`src/rtl/fetch_queue_if.sv`:
```
// Fetch-to-decode handshake bundle for fetch_queue.
// The slave modport is the queue itself; the master modport is the
// fetch/decode side that drives entries in and consumes them.
interface fetch_queue_if #(
    parameter int XLEN  = 64,
    parameter int ILEN  = 32,
    parameter int DEPTH = 4
);
    localparam int CW = $clog2(DEPTH + 1);

    logic            flush_i;
    logic            enq_valid_i;
    logic            enq_ready_o;
    logic [XLEN-1:0] enq_pc_i;
    logic [ILEN-1:0] enq_instr_i;
    logic            deq_valid_o;
    logic            deq_ready_i;
    logic [XLEN-1:0] deq_pc_o;
    logic [ILEN-1:0] deq_instr_o;
    logic [CW-1:0]   count_o;

    modport slave (
        input  flush_i,
        input  enq_valid_i,
        input  enq_pc_i,
        input  enq_instr_i,
        input  deq_ready_i,
        output enq_ready_o,
        output deq_valid_o,
        output deq_pc_o,
        output deq_instr_o,
        output count_o
    );

    modport master (
        output flush_i,
        output enq_valid_i,
        output enq_pc_i,
        output enq_instr_i,
        output deq_ready_i,
        input  enq_ready_o,
        input  deq_valid_o,
        input  deq_pc_o,
        input  deq_instr_o,
        input  count_o
    );
endinterface

```
`src/rtl/fetch_queue.sv`:
```
// fetch_queue: DEPTH-entry circular FIFO of {pc, instr} pairs between
// fetch and decode, with single-cycle synchronous flush and a NOP bubble
// presented to decode whenever nothing valid is at the head.
// Optional feature macro: FETCH_QUEUE_BYPASS_EN -- when defined, an entry
// offered to an empty queue is forwarded combinationally to decode and,
// if consumed in the same cycle, never written into storage.
module fetch_queue #(
    parameter int              XLEN  = 64,
    parameter int              ILEN  = 32,
    parameter int              DEPTH = 4,
    parameter logic [ILEN-1:0] NOP   = 32'h0000_0013
) (
    input  logic          clk,
    input  logic          rst_n,
    fetch_queue_if.slave  bus
);
    localparam int AW = $clog2(DEPTH);
    localparam int PW = AW + 1;
    localparam int CW = $clog2(DEPTH + 1);

    // Pointers carry one extra MSB that toggles on every wrap.
    logic [PW-1:0]   wptr_q, wptr_d;
    logic [PW-1:0]   rptr_q, rptr_d;
    logic [CW-1:0]   count_q, count_d;

    // Storage is deliberately not reset; only pointers/count define validity.
    logic [XLEN-1:0] pc_mem_q    [DEPTH];
    logic [ILEN-1:0] instr_mem_q [DEPTH];

    logic [AW-1:0]   waddr;
    logic [AW-1:0]   raddr;
    logic            empty;
    logic            full;
    logic            bypass;
    logic            deq_valid;
    logic            enq_fire;
    logic            deq_fire;
    logic            wr_en;
    logic            rd_en;
    logic [XLEN-1:0] head_pc;
    logic [ILEN-1:0] head_instr;

    assign waddr = wptr_q[AW-1:0];
    assign raddr = rptr_q[AW-1:0];

    // Handshake decode, head selection and output muxing.
    always_comb begin
        empty = (count_q == '0);
        full  = (count_q == CW'(DEPTH));
`ifdef FETCH_QUEUE_BYPASS_EN
        // An empty queue forwards whatever fetch offers this cycle.
        bypass = empty && !bus.flush_i;
`else
        bypass = 1'b0;
`endif
        if (bypass) begin
            deq_valid  = bus.enq_valid_i;
            head_pc    = bus.enq_pc_i;
            head_instr = bus.enq_instr_i;
        end else begin
            deq_valid  = !empty && !bus.flush_i;
            head_pc    = pc_mem_q[raddr];
            head_instr = instr_mem_q[raddr];
        end

        // Full blocks enqueue regardless of decode: no pass-through when full.
        enq_fire = bus.enq_valid_i && !full && !bus.flush_i;
        deq_fire = deq_valid && bus.deq_ready_i;

        // A bypassed entry consumed in the same cycle never touches storage.
        wr_en = enq_fire && !(bypass && deq_fire);
        rd_en = deq_fire && !bypass;

        bus.enq_ready_o = !full;
        bus.deq_valid_o = deq_valid;
        bus.deq_pc_o    = deq_valid ? head_pc : '0;
        bus.deq_instr_o = deq_valid ? head_instr : NOP;
        bus.count_o     = count_q;
    end

    // Next-state for pointers and occupancy; flush overrides all handshakes.
    always_comb begin
        wptr_d  = wptr_q;
        rptr_d  = rptr_q;
        count_d = count_q;
        if (bus.flush_i) begin
            wptr_d  = '0;
            rptr_d  = '0;
            count_d = '0;
        end else begin
            if (wr_en) begin
                wptr_d = wptr_q + PW'(1);
            end
            if (rd_en) begin
                rptr_d = rptr_q + PW'(1);
            end
            case ({wr_en, rd_en})
                2'b10:   count_d = count_q + CW'(1);
                2'b01:   count_d = count_q - CW'(1);
                default: count_d = count_q;
            endcase
        end
    end

    // Pointer/occupancy registers with asynchronous clear.
    always_ff @(posedge clk or negedge rst_n) begin
        if (!rst_n) begin
            wptr_q  <= '0;
            rptr_q  <= '0;
            count_q <= '0;
        end else begin
            wptr_q  <= wptr_d;
            rptr_q  <= rptr_d;
            count_q <= count_d;
        end
    end

    // Entry storage write at the write pointer.
    always_ff @(posedge clk) begin
        if (wr_en) begin
            pc_mem_q[waddr]    <= bus.enq_pc_i;
            instr_mem_q[waddr] <= bus.enq_instr_i;
        end
    end
endmodule

```
`src/flat_wrapper.sv`:
```
// flat-port wrapper written by rule: the top's interface ports become plain ports
module fetch_queue_flat 
#(
    parameter int              XLEN  = 64,
    parameter int              ILEN  = 32,
    parameter int              DEPTH = 4,
    parameter logic [ILEN-1:0] NOP   = 32'h0000_0013
)
  (clk, rst_n, bus_flush_i, bus_enq_valid_i, bus_enq_pc_i, bus_enq_instr_i, bus_deq_ready_i, bus_enq_ready_o, bus_deq_valid_o, bus_deq_pc_o, bus_deq_instr_o, bus_count_o);
  fetch_queue_if #(.XLEN(XLEN), .ILEN(ILEN), .DEPTH(DEPTH)) bus_i ();
  input  logic clk;
  input  logic rst_n;
  input wire logic [$bits(bus_i.flush_i)-1:0] bus_flush_i;
  input wire logic [$bits(bus_i.enq_valid_i)-1:0] bus_enq_valid_i;
  input wire logic [$bits(bus_i.enq_pc_i)-1:0] bus_enq_pc_i;
  input wire logic [$bits(bus_i.enq_instr_i)-1:0] bus_enq_instr_i;
  input wire logic [$bits(bus_i.deq_ready_i)-1:0] bus_deq_ready_i;
  output wire logic [$bits(bus_i.enq_ready_o)-1:0] bus_enq_ready_o;
  output wire logic [$bits(bus_i.deq_valid_o)-1:0] bus_deq_valid_o;
  output wire logic [$bits(bus_i.deq_pc_o)-1:0] bus_deq_pc_o;
  output wire logic [$bits(bus_i.deq_instr_o)-1:0] bus_deq_instr_o;
  output wire logic [$bits(bus_i.count_o)-1:0] bus_count_o;
  assign bus_i.flush_i = bus_flush_i;
  assign bus_i.enq_valid_i = bus_enq_valid_i;
  assign bus_i.enq_pc_i = bus_enq_pc_i;
  assign bus_i.enq_instr_i = bus_enq_instr_i;
  assign bus_i.deq_ready_i = bus_deq_ready_i;
  assign bus_enq_ready_o = bus_i.enq_ready_o;
  assign bus_deq_valid_o = bus_i.deq_valid_o;
  assign bus_deq_pc_o = bus_i.deq_pc_o;
  assign bus_deq_instr_o = bus_i.deq_instr_o;
  assign bus_count_o = bus_i.count_o;
  fetch_queue #(.XLEN(XLEN), .ILEN(ILEN), .DEPTH(DEPTH), .NOP(NOP)) u_core (.clk(clk), .rst_n(rst_n), .bus(bus_i));
endmodule
```
`config.mk`:
```
export PLATFORM = sky130hd
export DESIGN_NAME = fetch_queue_flat
export DESIGN_NICKNAME = d
export VERILOG_FILES = /design/src/rtl/fetch_queue_if.sv /design/src/rtl/fetch_queue.sv /design/src/flat_wrapper.sv
export SDC_FILE = /design/constraint.sdc
export NUM_CORES = 1
export LEC_CHECK = 0
export ABC_AREA = 1
export CAP_MARGIN = 25
export CORE_UTILIZATION = 48
export CTS_CLUSTER_DIAMETER = 150
export DETAILED_ROUTE_END_ITERATION = 10
export PLACE_DENSITY = 0.77
export SLEW_MARGIN = 10
export SYNTH_ARGS = -nofsm -noshare
export SYNTH_HDL_FRONTEND = slang
export SYNTH_SLANG_ARGS = --single-unit
```
`constraint.sdc`:
```
create_clock -name clk -period 7.2 [get_ports clk]
set_clock_uncertainty 0.1 [all_clocks]
set_input_delay 1.44 -clock clk [delete_from_list [all_inputs] [get_ports clk]]
set_output_delay 1.44 -clock clk [all_outputs]
set_load 0.02 [all_outputs]
```
==> reports/qor.yml <==
layout:
  area_growth_pct: 22.9
  drive_above_1_share_pct: 6.39
  antennaDiodeCount: 0
  final_nets: 1487
synthesis:
  ys.flop_type: "edfxtp_1"
  yosysWarningCount: 0
  netlist_area_sq_um: 15300
  synth_seq_cells: 391
  ys_seq_area_share_pct: 76.3
  syn_nets: 1299
  syn_inst: 1193
  synth_commonest_cells: "389 x nor2_1, 384 x edfxtp_1, 180 x o21ai_0"
  avgSynthCellArea_sq_um: 12.9
  synth_most_common_cell: "nor2_1"
  synth_edf_count: 384
  async_flop_share_pct: 1.79
  netlist.area_leader.share_pct: 75.2
  synth_cell_types: 24
  synthTopCellsByArea: "edfxtp_1 75%, nor2_1 9.5%, o21ai_0 5.9%"
  synth.largest_area_cell: "edfxtp_1"
clock_tree:
  insertion_delay_ns: 0.52
  cts_resized: 0
  postCtsHoldBufs: 0
  postCtsSetupRepairBufs: 0
  cts_tree: "yes"
  cts_made_buffers: 41
  clock_sinks: 391
  root_buffer: "clkbuf_16"
  h-tree-depth: 2
  clk_pin_slew_ns: 0.06
  cts_buffer_depth: 3
detailed_routing:
  postRouteAntennaNets: 0
  post_drt_wl_per_cell_microns: 18.1
  via_per_inst: 5.35
  vias: 9696
  finalWirelength_mm: 32.8
  drt-pass1-iter-count: 4
  first_iter_violations: 798
  drc: 0
worst_setup_path:
  cp-start-kind: "register"
  cp.buffers_inverters: 3
  crit_path_end_kind: "output port"
  cp_max_fo: 84
  path_cells: "buf_4 > buf_4 > nor2_1 > nor2_1 > o21ai_0 > a21oi_1 > clkdlybuf4s50_1"
  crit_arrival_ns: 4.09
  cp_top_family: "buffers and inverters"
  slowest_stage: "buf_4"
  critical_path_class: "reg -> out"
  cpPeakStageDelay_ns: 0.82
  required_ns: 5.66
placement:
  port_buffers: 201
  hpwl_mm: 18.1
  gp_congestion: 0.735
floorplanning:
  placementRows: 65
  start_util_pct: 48.7
  die_width_microns: 181
  core_area_sq_um: 31500
  die_y_microns: 181
  dieArea_sq_um: 32700
  io-pin-count: 202
grt:
  track_usage_pct: 20.3
  grt_max_degree: 112
  gr-total-overflow: 0
  antenna_found_initial: 2
  grt_pass1_wl_mm: 52.0
  grt_pass1_vias: 9807
sta:
  setup_tns_ns: 0
  hold_viol_final: 0
  setup_viol: 0
  fin_hold_ws_ns: 0.481
  min_period_ns: 5.63
  finalCritPeriodShare_pct: 78.2
  slew_violations: 0
  rsz0062_at_grt: "no"
  tightest_slew_ns: 0.985
  slew_headroom_pct: 34.4
  fmax_mhz: 178
flow_run:
  cap_viol_max_count: 0
min_path:
  hold_class: "reg -> reg"
power:
  power_leakage_uw: 0.00633
  powerDensity_nw_per_um2: 341
  peakVddDrop_v: 0.000239
status:
  status: "completed"
==> where the power goes <==
part | internal (uW) | switching (uW)
Sequential | 2640 | 86.2
Combinational | 651 | 1110
Clock | 1130 | 810
==> cell families (layout without fill, tap and decap cells) <==
kind of cell               after synthesis  in the layout  synth area share (%)
buffers and inverters                   88            304                  3.17
adders and majority gates                5              5                 0.457
and+or+nand+nor                        416            416                  10.3
AOI/OAI and AO/OA                      292            292                  9.69
xor gates and xnor gates                 1              1                0.0571
DFF                                    391            391                  76.3
==> state kept, by name (all words and copies together), names as in the netlist <==
signal / cells
u_core.bus.count_o: 3
u_core.instr_mem_q: 128
u_core.pc_mem_q: 256
u_core.rptr_q: 2
u_core.wptr_q: 2
==> placed cells by master, fill, tap and decap left out, drive strengths merged <==
cell type / netlist / layout
ha: 4 / 4
nand3: 3 / 3
fa: 1 / 1
o311ai: 3 / 3
nor2: 390 / 390
clkinvlp: 0 / 3
inv: 15 / 16
bufinv: 0 / 1
a21oi: 95 / 95
clkdlybuf4s50: 0 / 201
buf: 48 / 17
nand2: 23 / 23
o31ai: 1 / 1
clkbuf: 25 / 53
xnor2: 1 / 1
o21ai: 193 / 193
clkinv: 0 / 13
edfxtp: 384 / 384
dfrtp: 7 / 7
==> cell type report <==
type | instances | area, sq um
Tap cell | 402 | 503
Clock buffer | 53 | 1110
Inverter | 15 | 60.1
Sequential cell | 391 | 11700
Fill cell | 2362 | 12600
Timing Repair Buffer | 218 | 2160
Multi-Input combinational cell | 714 | 3190
Clock inverter | 18 | 124
==> routing by layer <==
metal	share of wire, %	vias up	track usage (%)
li1	-	4614	-
met1	41	4707	26.0
met2	48	317	33.8
met3	8.9	56	5.95
met4	1.7	2	5.57
met5	0.034	-	0
==> path summary, 6_finish.rpt <==
path / from / end / slack, ns / cells after the start
min: u_core.bus.count_o[0]$_DFFE_PN0P_ / u_core.bus.count_o[0]$_DFFE_PN0P_ / 0.48 / 1
min in group asynchronous: rst_n / u_core.bus.count_o[0]$_DFFE_PN0P_ / 1.08 / 1
max in group asynchronous: rst_n / u_core.rptr_q[1]$_DFFE_PN0P_ / 5.65 / 1
max: u_core.rptr_q[0]$_DFFE_PN0P_ / bus_deq_pc_o[56] / 1.57 / 7
max reg2reg: u_core.bus.count_o[0]$_DFFE_PN0P_ / u_core.pc_mem_q[3][6]$_DFFE_PP_ / 4.15 / 7
min reg2reg: u_core.bus.count_o[0]$_DFFE_PN0P_ / u_core.bus.count_o[0]$_DFFE_PN0P_ / 0.48 / 1
==> stage by stage <==
step | total power [uW] | setup WS, ns | area, sq um | instances | utilization [%]
floorplan | 3870 | 0.791 | 15300 | 1193 | -
global placement | 4500 | 1.71 | 17600 | 1739 | 55.9
detailed placement | 4530 | 1.63 | 17600 | 1739 | 55.9
global route | 6730 | 1.29 | 18900 | 1811 | 59.9
CTS | 6470 | 1.47 | 18800 | 1810 | 59.8
finish | 6420 | 1.57 | 18900 | 1811 | 59.9
Power figures use the tool's default switching activity.
